**src/rtl/pc_stepper_pkg.sv**
```systemverilog
// rtl/pc_stepper_pkg.sv - shared types and constants for the PC stepper
package pc_stepper_pkg;

  typedef enum logic [1:0] {
    ST_HALT = 2'd0,
    ST_RUN  = 2'd1,
    ST_STEP = 2'd2
  } state_t;

  localparam int DEFAULT_PC_WIDTH = 8;

endpackage

```
**src/rtl/pc_stepper_sync_edge_detect.sv**
```systemverilog
// rtl/pc_stepper_sync_edge_detect.sv - three-flop synchronizer with rising-edge pulse
module sync_edge_detect #(
  parameter logic RESET_VAL = 1'b1
) (
  input  logic in_clk,
  input  logic rst_n,
  input  logic d,
  output logic rise
);

  logic s1_q, s2_q, s3_q;
  logic s1_d, s2_d, s3_d;

  always_comb begin
    s1_d = d;
    s2_d = s1_q;
    s3_d = s2_q;
  end

  // Resetting high means an input already high at release never looks like an edge.
  always_ff @(posedge in_clk) begin
    if (!rst_n) begin
      s1_q <= RESET_VAL;
      s2_q <= RESET_VAL;
      s3_q <= RESET_VAL;
    end else begin
      s1_q <= s1_d;
      s2_q <= s2_d;
      s3_q <= s3_d;
    end
  end

  assign rise = s2_q & ~s3_q;

endmodule

```
**src/rtl/pc_stepper.sv**
```systemverilog
// rtl/pc_stepper.sv - program counter sequencer advanced by the divided clock
module pc_stepper
  import pc_stepper_pkg::*;
#(
  parameter int PC_WIDTH   = DEFAULT_PC_WIDTH,
  parameter int RESET_ADDR = 0,
  parameter int STEP       = 1
) (
  input  logic                in_clk,
  input  logic                rst_n,
  input  logic                slow_clk,
  input  logic                run,
  input  logic                step_btn,
  input  logic                load,
  input  logic [PC_WIDTH-1:0] load_addr,
  output logic [PC_WIDTH-1:0] pc,
  output logic                pc_upd,
  output logic                wrap,
  output logic                running
);

  localparam logic [PC_WIDTH:0]   STEP_EXT = (PC_WIDTH + 1)'(STEP);
  localparam logic [PC_WIDTH-1:0] RESET_PC = PC_WIDTH'(RESET_ADDR);

  state_t              state_q, state_d;
  logic [PC_WIDTH-1:0] pc_q, pc_d;
  logic                pc_upd_q, pc_upd_d;
  logic                wrap_q, wrap_d;
  logic                tick, step_req, advance;
  logic [PC_WIDTH:0]   sum;

  sync_edge_detect #(.RESET_VAL(1'b1)) u_tick_sync (
    .in_clk (in_clk),
    .rst_n  (rst_n),
    .d      (slow_clk),
    .rise   (tick)
  );

  sync_edge_detect #(.RESET_VAL(1'b1)) u_step_sync (
    .in_clk (in_clk),
    .rst_n  (rst_n),
    .d      (step_btn),
    .rise   (step_req)
  );

  always_comb begin
    sum      = {1'b0, pc_q} + STEP_EXT;
    advance  = tick & ((state_q == ST_RUN) | (state_q == ST_STEP));
    state_d  = state_q;
    pc_d     = pc_q;
    pc_upd_d = 1'b0;
    wrap_d   = 1'b0;
    // A load swallows any coincident tick, so a pending step survives it.
    if (load) begin
      pc_d     = load_addr;
      pc_upd_d = 1'b1;
    end else begin
      if (advance) begin
        pc_d     = sum[PC_WIDTH-1:0];
        pc_upd_d = 1'b1;
        wrap_d   = sum[PC_WIDTH];
      end
      case (state_q)
        ST_HALT: begin
          if (run)           state_d = ST_RUN;
          else if (step_req) state_d = ST_STEP;
        end
        ST_STEP: begin
          if (run)       state_d = ST_RUN;
          else if (tick) state_d = ST_HALT;
        end
        ST_RUN: begin
          if (!run) state_d = ST_HALT;
        end
        default: state_d = ST_HALT;
      endcase
    end
  end

  always_ff @(posedge in_clk) begin
    if (!rst_n) begin
      state_q  <= ST_HALT;
      pc_q     <= RESET_PC;
      pc_upd_q <= 1'b0;
      wrap_q   <= 1'b0;
    end else begin
      state_q  <= state_d;
      pc_q     <= pc_d;
      pc_upd_q <= pc_upd_d;
      wrap_q   <= wrap_d;
    end
  end

  assign pc      = pc_q;
  assign pc_upd  = pc_upd_q;
  assign wrap    = wrap_q;
  assign running = (state_q == ST_RUN);

endmodule

```
**config.mk**
```make
export PLATFORM = sky130hd
export DESIGN_NAME = pc_stepper
export DESIGN_NICKNAME = d
export VERILOG_FILES = /design/src/rtl/pc_stepper_pkg.sv /design/src/rtl/pc_stepper_sync_edge_detect.sv /design/src/rtl/pc_stepper.sv
export SDC_FILE = /design/constraint.sdc
export NUM_CORES = 1
export LEC_CHECK = 0
export CORE_UTILIZATION = 48
export DETAILED_ROUTE_END_ITERATION = 6
export PLACE_DENSITY = 0.83
export SYNTH_ARGS = -nofsm -noshare
export SYNTH_HDL_FRONTEND = slang
export SYNTH_SLANG_ARGS = --single-unit
export TNS_END_PERCENT = 10
```
**constraint.sdc**
```tcl
create_clock -name in_clk -period 2.5 [get_ports in_clk]
set_input_delay 0.5 -clock in_clk [delete_from_list [all_inputs] [get_ports in_clk]]
set_output_delay 0.5 -clock in_clk [all_outputs]
set_load 0.02 [all_outputs]
```
== Word level (Yosys, flattened, before mapping) ==
Index checks and enable logic that the tools add are counted.
Storage, ports and cells
  register bits: 18
  bits in latches: 0
  bits in writable memories: 0
  bits in read-only memories: 0
  bits of input ports: 14
  output and inout bits: 11
  word-level logic and storage cells: 39
  memories kept: 0
Operators by class
  add/subtract/negate cells: 1
  $mul: 0
  div/mod/pow operators: 0
  magnitude comparators: 0
  equal/unequal tests: 5
  shifts and indexed selects: 0
  muxes and demuxes: 10
  bitwise logic cells: 9
  reduce and logical (&&, ||, !) cells: 4
Operators by type and width (count)
  8-bit 2-to-1 mux: 2
  2-bit 2-to-1 mux: 5
  8-bit by 1-bit adder with 9-bit output (second input constant): 1
  3-bit != test (second input constant): 2
  2-bit one-hot mux with 3 select lines: 1
  1-bit NOT: 5
  4-bit AND reduction: 1
  1-bit bitwise AND: 3
  3-bit OR reduction: 1
  2-bit by 1-bit == test with 1-bit output (second input constant): 1
  2-bit == test (second input constant): 1
  2-bit logical NOT: 1
  1-bit 2-to-1 mux: 2
  2-bit != test (second input constant): 1
  2-bit nonzero test: 1
  1-bit OR: 1

== Logic depth before layout (Yosys ltp) ==
  word-level depth: 5
  depth in mapped cells: 6
  gate-level depth less buffers: 6

== Modules after synthesis ==
From an unflattened synthesis, not the netlist that was laid out.
Second synthesis, totals
  cells, all modules: 89
  area total of the unflattened synthesis: 834.6 um2
By module, submodules not included
  pc_stepper: times used 1, cells each 75, area an instance 649.4 um2, sequential area each 240.2 um2
  sync_edge_detect: times used 2, cells each 7, area an instance 92.6 um2, sequential area each 60.1 um2

== Worst setup path after synthesis ==
OpenSTA, ideal clock, no wires.
  path kind: register to register
  start: reg state_q[0]
  end: reg pc_q[7], in the netlist pc[7]
  library setup time: 114 ps
  arrival: 1299 ps
  data required time: 2386 ps
  slack: 1087 ps
  cell stages (with the launch flop): 7
  buffers on the path: 0
  clock period less this slack: 1413 ps
  path through: dfxtp_1 > inv_1 > ha_1 > nand4b_2 > nor3_4 > mux2i_1 > a21o_1
On the way
  word-level cells in the longest chain between the ends: 4
  elaborated cells on any way between the ends: 5
  those cells by class: eq/ne: 2; bitwise: 2; reduce/logical: 1
RTL lines
  from (decl): line pc_stepper.sv:25  | state_t state_q, state_d;
  from (signal assigned): line pc_stepper.sv:87  | state_q <= state_d;
  2-bit by 1-bit == test with 1-bit output or 2-bit == test (tied branches): line pc_stepper.sv:48  | advance = tick & ((state_q == ST_RUN) | (state_q == ST_STEP));
  1-bit OR *: line pc_stepper.sv:48
  1-bit bitwise AND *: line pc_stepper.sv:48
  2-bit nonzero test (no source line) *
  to (signal assigned): line pc_stepper.sv:88  | pc_q <= pc_d;
  to (decl): line pc_stepper.sv:26  | logic [PC_WIDTH-1:0] pc_q, pc_d;
Mark *: on every way between the ends. The rest lies on a longest branch, timed or not.
A chain may end at the register's enable or synchronous reset.

== Worst setup path in the final report ==
  start: reg state_q[1]
  end: out running
On the way
  word-level cells in the longest chain between the ends: 1
RTL lines
  2-bit by 1-bit == test with 1-bit output: line pc_stepper.sv:97  | assign running = (state_q == ST_RUN);
  to (decl): line pc_stepper.sv:19  | output logic running
Every way passes these cells.

==> out/qor.yml <==
yosys:
  synth_top_area_share: 0.434
  synth_edf_count: 0
  async_reset_ff_frac: 0
  yosysUniqueCellTypes: 25
  yosysMostFrequentCell: "dfxtp_1"
  synth_commonest_cells: "18 x dfxtp_1, 14 x nand2_1, 10 x o21ai_0"
  syn_inst: 91
  synth_area_um2: 831
  synth_nets: 109
  synth_area_leaders: "dfxtp_1 43%, nand2_1 6.3%, ha_1 6.0%, o21ai_0 6.0%, mux2i_1 4.8%"
  synth-seq-cells: 18
  netlist.top_cell.by_area: "dfxtp_1"
  syn_area_per_cell_um2: 9.13
  yosysWarnings: 0
  ys.flop_type: "dfxtp_1"
  ys_seq_area_frac: 0.434
route:
  ant_nets: 0
  drtPass1Iterations: 6
  via_count: 707
  drc: 1
  viasPerCell: 5.32
  wl_per_cell_um: 11.9
  totalWireLength_um: 1580
  drtIter0Drc: 3
finish:
  post_route_cells_drive_above_1_share: 0.0855
  final_nets: 136
  synthToLayoutAreaGrowth_pct: 35.2
  n_antenna_cell: 0
  nFillCells: 124
  fin_util: 0.721
status:
  violations: "design-rule violations"
  outcome: "finished, violations left"
place:
  io_buffer_count: 24
  hpwl_um: 1210
  place_congestion: 0.742
min_path:
  holdPathStages: 1
  hp-class: "flop to flop"
sta:
  rsz0062_at_grt: "no"
  fmax_mhz: 508
  slew-limit-headroom: 0.723
  report.final.slew_viol_count: 0
  finalHoldViolations: 0
  setup_tns_ns: 0
  setup_viol: 0
  tightest_slew_ns: 0.415
  fin_crit_ns: 1.97
  finClkSkew_ns: 0.00555
  period_share: 0.788
setup_path:
  crit_path_end_kind: "output port"
  cp-start-kind: "flop"
  worstPathRequired_ns: 2.00
  path_class: "flop to output port"
  crit_fanout: 3
  worstPathArrival_ns: 1.47
  ff2ff_path_depth: 6
  ff2ff_setup_slack_ns: 0.95
pwr:
  internal_power_uw: 453
  share_seq_of_total_power: 0.522
  netSwitchingPower_uw: 158
  powerDensity_nw_per_um2: 544
  p_comb_frac: 0.184
  vdd_drop_max_mv: 0.445
  p_leak_nw: 0.463
  pwr-share-clk: 0.293
  fin_total_pwr_uw: 611
  swShare: 0.259
global_route:
  grt_pass1_wl_um: 2810
  grt_pass1_vias: 682
  grt_max_degree: 21
  grt.overflow.total: 0
  antenna_found_initial: 0
  grt_usage: 0.201
flow_run:
  drv_cap: 0
die:
  die_x_um: 43.6
  die-height_um: 43.6
  start_util: 0.533
  core.rowCount: 14
  dieArea_um2: 1900
  core_um2: 1560
  io_pins: 25
clock_network:
  cts_resized: 0
  cts_tree: "built"
  ctsHoldBuffers: 0
  cts.sinks: 18
  post-cts-setup-buffers: 0
  clkTransAtPathRegs_ns: 0.10
  numCtsBuffers: 3
  cts.path.max_buffers: 2
  cts-htree-levels: 1
  clk_latency_ns: 0.29
  root_buffer: "clkbuf_4"
-- worst max-delay path, cell delays in order, from the launching register on --
cell,delay [ns]
dfxtp_1,0.33
inv_1,0.08
ha_1,0.17
clkdlybuf4s50_1,0.60
-- kinds of logic after synthesis --
kind of cell	count (synthesis)	share of synthesized area
simple gates	30	0.218
compound gates	21	0.140
flops	18	0.434
buf+inv	8	0.0361
xor+xnor	6	0.0633
mux	4	0.0482
fa+ha+maj	4	0.0602
-- cells in the final DEF, fill, tap and decap left out --
master,instances
nor3_2,1
xnor2_1,4
nand2b_1,4
buf_4,1
inv_1,5
dfxtp_1,18
nand4b_2,2
ha_1,4
o211ai_1,1
or2_2,1
nand4b_1,1
clkbuf_4,3
nor2_1,2
a21oi_1,7
a21boi_0,1
clkbuf_8,1
mux2i_1,4
a21o_1,1
nor3_4,1
o21ai_0,10
nand3b_1,1
nor4_1,1
clkdlybuf4s50_1,24
nand3_1,1
nand2_1,14
o2111ai_1,1
nor2b_1,1
xor2_1,2
-- stage by stage --
step / cell area, µm² / setup WS [ns] / instances / hold slack, ns
CTS: 1120 / 0.513 / 133 / 0.424
floorplan: 831 / 1.09 / 91 / 0.386
finish: 1120 / 0.531 / 133 / 0.418
detailed placement: 1090 / 0.618 / 129 / 0.395
global route: 1120 / 0.474 / 133 / 0.447
global placement: 1090 / 0.669 / 129 / 0.391
-- final timing paths --
kind / from / end
worst max-delay path: state_q[1] / running
worst min register to register: u_step_sync.s1_q / u_step_sync.s2_q
worst max register to register: state_q[0] / pc[6]
worst min-delay path: u_step_sync.s1_q / u_step_sync.s2_q
-- flip-flops by register name (all words and copies together) (netlist names) --
signal,cells
pc,8
state_q,2
pc_upd,1
u_step_sync.s1_q,1
u_step_sync.s2_q,1
u_step_sync.s3_q,1
u_tick_sync.s1_q,1
u_tick_sync.s2_q,1
u_tick_sync.s3_q,1
wrap,1
-- per-layer routing --
layer  vias up  share of wire  track usage
met3         4          0.065       0.0625
met4         0          0.022       0.0875
met2        25           0.48        0.343
li1        365              -            -
met5         -              0            0
met1       313           0.43        0.230
-- cell type report --
class                           count  area [µm²]  area share
Multi-Input combinational cell     65         440       0.392
Sequential cell                    18         360       0.321
Tap cell                           16        20.0      0.0178
Timing Repair Buffer               25         248       0.220
Clock buffer                        4        36.3      0.0323
Inverter                            5        18.8      0.0167
-- power by group through the flow --
stage	Clock (mW)	Sequential [mW]	Combinational, mW
final	0.179	0.319	0.113
after detailed placement	0	0.326	0.113
after CTS	0.185	0.319	0.114
after global placement	0	0.325	0.111
after global routing	0.199	0.322	0.125
after floorplan	0	0.335	0.0488
No activity file was read; power rests on OpenSTA's default activity.
